## src/rtl/data_bus_bridge_if.sv

```systemverilog
// SRAM-like bus between the data bridge (master) and the memory system (slave).
// The request side carries req/addr_ok, and the data side carries data_ok/rdata.
interface data_bus_bridge_if #(
  parameter int ADDR_WIDTH = 32,
  parameter int DATA_WIDTH = 32,
  parameter int SEL_WIDTH  = 4
);
  logic                  bus_req;
  logic                  bus_wr;
  logic [SEL_WIDTH-1:0]  bus_wstrb;
  logic [ADDR_WIDTH-1:0] bus_addr;
  logic [DATA_WIDTH-1:0] bus_wdata;
  logic                  bus_addr_ok;
  logic                  bus_data_ok;
  logic [DATA_WIDTH-1:0] bus_rdata;

  modport master (
    output bus_req, bus_wr, bus_wstrb, bus_addr, bus_wdata,
    input  bus_addr_ok, bus_data_ok, bus_rdata
  );

  modport slave (
    input  bus_req, bus_wr, bus_wstrb, bus_addr, bus_wdata,
    output bus_addr_ok, bus_data_ok, bus_rdata
  );
endinterface

```

## src/rtl/data_bus_bridge.sv

```systemverilog
// Data-RAM bridge: turns the one-cycle MEM-stage access into a req/addr_ok/
// data_ok bus transaction, stalls the pipeline while it is outstanding, and
// abandons the result on a flush without ever withdrawing a raised request.
module data_bus_bridge #(
  parameter int ADDR_WIDTH = 32,
  parameter int DATA_WIDTH = 32,
  parameter int SEL_WIDTH  = 4
) (
  input  logic                  clk,
  input  logic                  rst,
  input  logic                  ram_en,
  input  logic [SEL_WIDTH-1:0]  ram_write_en,
  input  logic [ADDR_WIDTH-1:0] ram_addr,
  input  logic [DATA_WIDTH-1:0] ram_write_data,
  input  logic                  addr_error,
  input  logic                  flush,
  output logic                  stall_req,
  output logic [DATA_WIDTH-1:0] ram_read_data,
  data_bus_bridge_if.master     bus
);

  typedef enum logic [1:0] {
    ST_IDLE = 2'd0,
    ST_REQ  = 2'd1,
    ST_WAIT = 2'd2,
    ST_DONE = 2'd3
  } state_e;

  state_e                state_q, state_d;
  logic                  cancel_q, cancel_d;
  logic                  bus_req_q, bus_req_d;
  logic                  bus_wr_q, bus_wr_d;
  logic [SEL_WIDTH-1:0]  bus_wstrb_q, bus_wstrb_d;
  logic [ADDR_WIDTH-1:0] bus_addr_q, bus_addr_d;
  logic [DATA_WIDTH-1:0] bus_wdata_q, bus_wdata_d;
  logic [DATA_WIDTH-1:0] rdata_q, rdata_d;
  logic                  go_s;
  logic                  stall_s;
  logic                  addr_lsb_unused;

  // The byte offset is dropped: the bus always sees word addresses.
  assign addr_lsb_unused = ^ram_addr[1:0];

  assign go_s = ram_en & ~addr_error & ~flush;

  // Next-state, transaction registers and cancel tracking.
  always_comb begin
    state_d     = state_q;
    cancel_d    = cancel_q;
    bus_wr_d    = bus_wr_q;
    bus_wstrb_d = bus_wstrb_q;
    bus_addr_d  = bus_addr_q;
    bus_wdata_d = bus_wdata_q;
    rdata_d     = rdata_q;
    case (state_q)
      ST_IDLE: begin
        if (go_s) begin
          state_d     = ST_REQ;
          bus_addr_d  = {ram_addr[ADDR_WIDTH-1:2], 2'b00};
          bus_wstrb_d = ram_write_en;
          bus_wr_d    = |ram_write_en;
          bus_wdata_d = ram_write_data;
        end else begin
          state_d = ST_IDLE;
        end
      end
      ST_REQ: begin
        // A flush only marks the transaction; the request must stay up.
        if (flush) begin
          cancel_d = 1'b1;
        end else begin
          cancel_d = cancel_q;
        end
        if (bus.bus_addr_ok) begin
          state_d = ST_WAIT;
        end else begin
          state_d = ST_REQ;
        end
      end
      ST_WAIT: begin
        if (bus.bus_data_ok) begin
          if (!bus_wr_q && !cancel_q) begin
            rdata_d = bus.bus_rdata;
          end else begin
            rdata_d = rdata_q;
          end
          // An abandoned access skips DONE so the next request goes out at once.
          if (cancel_q) begin
            state_d = ST_IDLE;
          end else begin
            state_d = ST_DONE;
          end
          cancel_d = 1'b0;
        end else begin
          if (flush) begin
            cancel_d = 1'b1;
          end else begin
            cancel_d = cancel_q;
          end
          state_d = ST_WAIT;
        end
      end
      ST_DONE: begin
        // Inputs still belong to the finished instruction: never re-issue.
        state_d = ST_IDLE;
      end
      default: begin
        state_d  = ST_IDLE;
        cancel_d = 1'b0;
      end
    endcase
    bus_req_d = (state_d == ST_REQ);
  end

  // Pipeline stall request for the current cycle.
  always_comb begin
    stall_s = 1'b0;
    case (state_q)
      ST_IDLE: stall_s = go_s;
      ST_REQ, ST_WAIT: begin
        if (cancel_q) begin
          stall_s = ram_en & ~addr_error;
        end else begin
          stall_s = ~flush;
        end
      end
      ST_DONE: stall_s = 1'b0;
      default: stall_s = 1'b0;
    endcase
  end

  // State and bus-side registers, cleared asynchronously by rst.
  always_ff @(posedge clk or negedge rst) begin
    if (!rst) begin
      state_q     <= ST_IDLE;
      cancel_q    <= 1'b0;
      bus_req_q   <= 1'b0;
      bus_wr_q    <= 1'b0;
      bus_wstrb_q <= {SEL_WIDTH{1'b0}};
      bus_addr_q  <= {ADDR_WIDTH{1'b0}};
      bus_wdata_q <= {DATA_WIDTH{1'b0}};
      rdata_q     <= {DATA_WIDTH{1'b0}};
    end else begin
      state_q     <= state_d;
      cancel_q    <= cancel_d;
      bus_req_q   <= bus_req_d;
      bus_wr_q    <= bus_wr_d;
      bus_wstrb_q <= bus_wstrb_d;
      bus_addr_q  <= bus_addr_d;
      bus_wdata_q <= bus_wdata_d;
      rdata_q     <= rdata_d;
    end
  end

  assign stall_req     = stall_s;
  assign ram_read_data = rdata_q;
  assign bus.bus_req   = bus_req_q;
  assign bus.bus_wr    = bus_wr_q;
  assign bus.bus_wstrb = bus_wstrb_q;
  assign bus.bus_addr  = bus_addr_q;
  assign bus.bus_wdata = bus_wdata_q;

endmodule

```

## src/flat_wrapper.sv

```systemverilog
// flat-port wrapper written by rule: the top's interface ports become plain ports
module data_bus_bridge_flat 
#(
  parameter int ADDR_WIDTH = 32,
  parameter int DATA_WIDTH = 32,
  parameter int SEL_WIDTH  = 4
)
  (clk, rst, ram_en, ram_write_en, ram_addr, ram_write_data, addr_error, flush, stall_req, ram_read_data, bus_bus_req, bus_bus_wr, bus_bus_wstrb, bus_bus_addr, bus_bus_wdata, bus_bus_addr_ok, bus_bus_data_ok, bus_bus_rdata);
  data_bus_bridge_if #(.ADDR_WIDTH(ADDR_WIDTH), .DATA_WIDTH(DATA_WIDTH), .SEL_WIDTH(SEL_WIDTH)) bus_i ();
  input  logic clk;
  input  logic rst;
  input  logic ram_en;
  input  logic [SEL_WIDTH-1:0] ram_write_en;
  input  logic [ADDR_WIDTH-1:0] ram_addr;
  input  logic [DATA_WIDTH-1:0] ram_write_data;
  input  logic addr_error;
  input  logic flush;
  output logic stall_req;
  output logic [DATA_WIDTH-1:0] ram_read_data;
  output wire logic [$bits(bus_i.bus_req)-1:0] bus_bus_req;
  output wire logic [$bits(bus_i.bus_wr)-1:0] bus_bus_wr;
  output wire logic [$bits(bus_i.bus_wstrb)-1:0] bus_bus_wstrb;
  output wire logic [$bits(bus_i.bus_addr)-1:0] bus_bus_addr;
  output wire logic [$bits(bus_i.bus_wdata)-1:0] bus_bus_wdata;
  input wire logic [$bits(bus_i.bus_addr_ok)-1:0] bus_bus_addr_ok;
  input wire logic [$bits(bus_i.bus_data_ok)-1:0] bus_bus_data_ok;
  input wire logic [$bits(bus_i.bus_rdata)-1:0] bus_bus_rdata;
  assign bus_bus_req = bus_i.bus_req;
  assign bus_bus_wr = bus_i.bus_wr;
  assign bus_bus_wstrb = bus_i.bus_wstrb;
  assign bus_bus_addr = bus_i.bus_addr;
  assign bus_bus_wdata = bus_i.bus_wdata;
  assign bus_i.bus_addr_ok = bus_bus_addr_ok;
  assign bus_i.bus_data_ok = bus_bus_data_ok;
  assign bus_i.bus_rdata = bus_bus_rdata;
  data_bus_bridge #(.ADDR_WIDTH(ADDR_WIDTH), .DATA_WIDTH(DATA_WIDTH), .SEL_WIDTH(SEL_WIDTH)) u_core (.clk(clk), .rst(rst), .ram_en(ram_en), .ram_write_en(ram_write_en), .ram_addr(ram_addr), .ram_write_data(ram_write_data), .addr_error(addr_error), .flush(flush), .stall_req(stall_req), .ram_read_data(ram_read_data), .bus(bus_i));
endmodule
```

## config.mk

```make
export PLATFORM = sky130hd
export DESIGN_NAME = data_bus_bridge_flat
export DESIGN_NICKNAME = d
export VERILOG_FILES = /design/src/rtl/data_bus_bridge_if.sv /design/src/rtl/data_bus_bridge.sv /design/src/flat_wrapper.sv
export SDC_FILE = /design/constraint.sdc
export NUM_CORES = 1
export LEC_CHECK = 0
export CAP_MARGIN = 20
export CELL_PAD_IN_SITES_DETAIL_PLACEMENT = 1
export CELL_PAD_IN_SITES_GLOBAL_PLACEMENT = 1
export CORE_MARGIN = 5
export CORE_UTILIZATION = 30
export CTS_CLUSTER_DIAMETER = 30
export CTS_CLUSTER_SIZE = 16
export DETAILED_ROUTE_END_ITERATION = 10
export PLACE_DENSITY_LB_ADDON = 0.1
export SYNTH_ARGS = -nofsm -noshare
export SYNTH_HDL_FRONTEND = slang
export SYNTH_SLANG_ARGS = --single-unit
```

## constraint.sdc

```tcl
create_clock -name clk -period 2.7 [get_ports clk]
set_clock_uncertainty 0.2 [all_clocks]
set_input_delay 0.27 -clock clk [delete_from_list [all_inputs] [get_ports clk]]
set_output_delay 0.27 -clock clk [all_outputs]
set_load 0.005 [all_outputs]
```

# [Yosys cells after proc, flatten, opt, wreduce, memory -nomap -nowiden]
# Index checks and enable logic that the tools add are counted.
[word_totals] regBits=103 in_bits=107 out_inout_bits=103 elab_cells=35
[classes] eq_ne=4 muxes=10 bitwise_logic=4 reduce_logical=9
[op_table] op="2-bit case mux with 4 select lines" n=1
[op_table] op="2-bit two-way mux" n=3
[op_table] op="2-bit by 1-bit == test with 1-bit output, second input constant" n=2
[op_table] op="2-bit == test, second input constant" n=2
[op_table] op="1-bit two-way mux" n=4
[op_table] op="4-bit OR reduction" n=1
[op_table] op="1-bit case mux with 3 select lines" n=1
[op_table] op="3-bit AND reduction" n=1
[op_table] op="1-bit bitwise AND" n=2
[op_table] op="1-bit logical NOT" n=2
[op_table] op="2-bit logical NOT" n=1
[op_table] op="1-bit inverter" n=2
[op_table] op="1-bit case mux with 2 select lines" n=1
[op_table] op="2-bit AND reduction" n=1
[op_table] op="2-bit nonzero test" n=1
[op_table] op="2-bit OR reduction" n=1
[op_table] op="1-bit logical AND" n=1

# [Logic depth before layout (Yosys ltp)]
[depth] word_depth=6 ltp_mapped=8 depth_no_buf=5

# [Worst setup path before layout]
# No wires, ideal clock.
[synth_path] path_type="flip-flop to flip-flop" start="register u_core.state_q[0]" end="register u_core.bus_wdata_q[24] (netlist: u_core.bus.bus_wdata[24])" arrival_time_ps=1508 required_ps=2375 slack_ps=866 stages_incl_launch_ff=8 n_path_buf=3 period_less_slack_ps=1834 cell_sequence="dfrtp_1 inv_1 ha_1 and4bb_1 buf_6 buf_6 buf_12 mux2_4"
[synth_between] elab_chain_len=2
[synth_rtl] item="start, declared" line_no="data_bus_bridge.sv:29" source="state_e state_q, state_d;"
[synth_rtl] item="start signal, assigned" line_no="data_bus_bridge.sv:144" source="state_q <= state_d;"
[synth_rtl] item="2-bit logical NOT" line_no="data_bus_bridge.sv:55" source="case (state_q)"
[synth_rtl] item="2-bit AND reduction (no line)"
[synth_rtl] item="end signal, assigned" line_no="data_bus_bridge.sv:141" source="bus_wdata_q <= {DATA_WIDTH{1'b0}};"
[synth_rtl] item="end signal, assigned" line_no="data_bus_bridge.sv:150" source="bus_wdata_q <= bus_wdata_d;"
[synth_rtl] item="end, declared" line_no="data_bus_bridge.sv:35" source="logic [DATA_WIDTH-1:0] bus_wdata_q, bus_wdata_d;"
# No other way between the ends.
# A chain may end at the register's enable or synchronous reset.

# [Worst setup path after layout]
[layout_path] start="register u_core.state_q[0]" end="output stall_req"
[layout_between] elab_chain_len=3 word_cells_on_any_way=6 classes_between="3 x eq/ne; 1 x mux; 2 x reduce/logical"
[layout_rtl] item="2-bit by 1-bit == test with 1-bit output or 2-bit == test (tied branches)" line_no="data_bus_bridge.sv:118" source="case (state_q)"
[layout_rtl] item="2-bit OR reduction" line_no="data_bus_bridge.sv:118"
[layout_rtl] item="1-bit case mux with 3 select lines *" line_no="data_bus_bridge.sv:118"
[layout_rtl] item="end, declared" line_no="flat_wrapper.sv:18" source="output logic stall_req;"
# Every way passes the cells marked *; elsewhere a longest branch is shown, timed or not.

==> summary.md <==
| Metric | Value |
|---|---|
| FF+latch count, synth | `103` |
| P per Cell Area | `654.2 mW/mm^2` |
| Post-synthesis sequential area ratio | `64.00%` |
| Final instance area | `0.006591 mm^2` |
| Largest net degree at the start of global routing | `42` |
| Grt ovf | `0` |
| Grt met2 use | `21.99%` |
| Die Wd | `125.9 um` |
| Die footprint | `0.01584 mm^2` |
| Met1 track demand over resource | `16.16%` |
| DR iter-0 viols | `84` |
| Critical path arrival | `2.07 ns` |
| RSZ-0062 raised after global routing | `false` |
| # port buffers | `205` |
| Worst endpoint required time | `2.23 ns` |
| Critical path class | `register to primary output` |
| Fmax | `0.3934 GHz` |
| Tot GR Track Use | `13.65%` |
| Total Nets Final | `563` |
| Pleak | `2.793 nW` |
| Placed cell area | `0.006238 mm^2` |
| Worst-path clk slew | `0.07 ns` |
| Status | `finished, final reports clean` |
| Period utilization | `94.15%` |
| Filler cells | `1,300` |
| Gr busiest metal | `met2` |
| # IOs | `210` |
| Vias | `2,773` |
| Clk root buf | `clkbuf_16` |
| Clk buf depth | `2` |
| CP Max Fanout | `4` |
| Hold violation total from the final report | `0` |
| Peak supply drop | `0.2966 mV` |
| Avg Vias per Cell | `4.381` |
| Setup-failing EPs final | `0` |
| Ant diodes | `0` |
| Post-CTS setup buffers | `0` |
| Slew Limit Fails | `0` |
| Routability cong. | `0.7281` |
| Crit start category | `register` |
| CTS resizes | `0` |
| Post-synthesis cell area | `0.004028 mm^2` |
| Synth-to-Final Area Change | `63.65%` |
| Worst-margin pin slew | `0.5670 ns` |
| Final Util | `49.97%` |
| Count of cell types in the netlist | `24` |
| Core box area | `0.01319 mm^2` |
| H-tree levels | `3` |
| Initial antenna violation count | `0` |
| Routed len/inst | `17.12 um` |
| Min Tclk post-route | `2.542 ns` |
| Pwr Total | `4.312 mW` |
| Ys Warns | `0` |
| Num CTS Buffers | `9` |
| Share of post-route cells with drive strength above 1 | `26.70%` |
| Synth Instances | `242` |
| Critical Path End Type | `primary output` |
| DRC errors left | `0` |
| GR met3 Demand/Resource | `5.207%` |
| Die H | `125.9 um` |
| Clock latency on the worst-skew pair | `0.34 ns` |
| # rows | `42` |
| Min-Delay Path Class | `input port to asynchronous set/reset pin` |
| DRT antenna net count | `0` |
| Hold slack | `0.2568 ns` |
| Starting Density | `30.54%` |
| Setup TNS | `0 ns` |
| Clock Sinks | `103` |
| Final Routed Wirelength | `10,830 um` |
| Worst r2r path cells | `5` |
| # Max-Cap Violations | `0` |
| First-pass GRT wire length | `16,890 um` |
| Worst rel slew slack | `62.20%` |
| Synthesized area per cell | `16.64 um^2` |
| DR pass1 iterations | `4` |
| CTS tree | `built` |
| Number of global-route vias before repair | `3,033` |
| Final HPWL DP | `8144 um` |
-- power breakdown --
group / switching (mW) / leakage [nW] / total [mW] / internal, mW
Sequential: 0.110 / 1.29 / 1.87 / 1.76
Combinational: 0.259 / 1.34 / 0.946 / 0.687
Clock: 0.582 / 0.170 / 1.49 / 0.910
Total: 0.951 / 2.79 / 4.31 / 3.36
-- cells in the final DEF, fill, tap and decap left out, drive strengths merged --
cell           netlist  layout
a21bo                1       1
a21oi                5       5
a31oi                1       1
and4bb               1       1
buf                 13       6
bufinv               0       3
clkbuf               0       9
clkdlybuf4s50        0     204
clkinv               0       2
conb                 1       2
dfrtp              103     103
dlygate4sd3          0       1
ha                   4       4
inv                  2       4
mux2                98      98
nand2                2       2
nand3b               1       1
nand4b               1       1
nor2                 3       3
nor2b                1       1
nor3b                2       2
nor4                 1       1
o21ai                1       1
or2                  1       1
-- kinds of logic after synthesis --
family / count (synthesis) / share of synthesized area, %
mux: 98 / 28.05
flops: 103 / 63.99
buf+inv: 15 / 3.386
fa+ha+maj: 4 / 1.243
simple gates: 13 / 2.082
other cells: 1 / 0.09311
compound gates: 8 / 1.149
-- per-layer routing --
metal | vias up | part of all wire, %
met1 | 1374 | 41
li1 | 1267 | -
met3 | 13 | 9.1
met5 | - | 0
met4 | 0 | 2.3
met2 | 119 | 47
-- registers in the layout (all words and copies together) (netlist names) --
| signal | cells |
|---|---|
| u_core.bus.bus_addr | 30 |
| u_core.bus.bus_req | 1 |
| u_core.bus.bus_wdata | 32 |
| u_core.bus.bus_wr | 1 |
| u_core.bus.bus_wstrb | 4 |
| u_core.cancel_q | 1 |
| u_core.ram_read_data | 32 |
| u_core.state_q | 2 |
-- cells in the mapped netlist --
cell      instances  share of area [%]
nand3b_1          1               0.19
nor3b_1           2               0.37
buf_4             7                1.3
o21ai_0           1               0.12
nor4_1            1               0.16
nor2b_1           1               0.16
inv_1             2               0.19
mux2_2           89                 25
nand4b_1          1               0.22
a21oi_1           5               0.62
and4bb_1          1               0.31
ha_1              4                1.2
buf_12            1               0.50
nor2_2            1               0.16
a31oi_1           1               0.16
a21bo_2           1               0.25
mux2_1            2               0.56
conb_1            1              0.093
nand2_1           2               0.19
dfrtp_1         103                 64
buf_6             5                1.4
or2_2             1               0.16
nor2_1            2               0.19
mux2_4            7                2.6
-- final timing paths --
| path | startpoint | slack (ns) | to |
|---|---|---|---|
| min | rst | 0.26 | u_core.ram_read_data[29]$_DFFE_PN0P_ |
| min in group clk | u_core.ram_read_data[9]$_DFFE_PN0P_ | 0.30 | u_core.ram_read_data[9]$_DFFE_PN0P_ |
| max reg2reg | u_core.state_q[0]$_DFF_PN0_ | 0.60 | u_core.bus.bus_wdata[31]$_DFFE_PN0P_ |
| min reg2reg | u_core.ram_read_data[9]$_DFFE_PN0P_ | 0.30 | u_core.ram_read_data[9]$_DFFE_PN0P_ |
| max in group asynchronous | rst | 1.31 | u_core.bus.bus_wstrb[0]$_DFFE_PN0P_ |
| max | u_core.state_q[0]$_DFF_PN0_ | 0.16 | stall_req |
-- stage by stage --
step	setup slack [ns]	std cells
after floorplan	0.8665	243
after global placement	0.5165	616
after detailed placement	0.5069	616
after CTS	0.1199	633
after global routing	0.02232	633
final	0.1580	633
-- worst max-delay path, cell delays in order, from the launching register on --
cell             delay (ns)
dfrtp_1                0.35
inv_1                  0.08
ha_1                   0.34
nor3b_1                0.19
a21oi_1                0.06
o21ai_0                0.15
clkdlybuf4s50_1        0.56
-- layout make-up --
cell class                      instances  area [um^2]  share of cell area [%]
Inverter                                2        7.507                  0.1139
Clock buffer                            9        225.2                   3.417
Multi-Input combinational cell        125         1321                   20.05
Clock inverter                          7        117.6                   1.784
Tap cell                              176        220.2                   3.341
Sequential cell                       103         2577                   39.10
Timing Repair Buffer                  211         2122                   32.19
-- repair_timing --
| item | in CTS | in global routing |
|---|---|---|
| hold buffers | 1 | 0 |
| hold endpoints to repair | 39 | 0 |
| endpoints found under the setup margin | 0 | 0 |
Note: power is estimated with default switching activity, not from simulation.
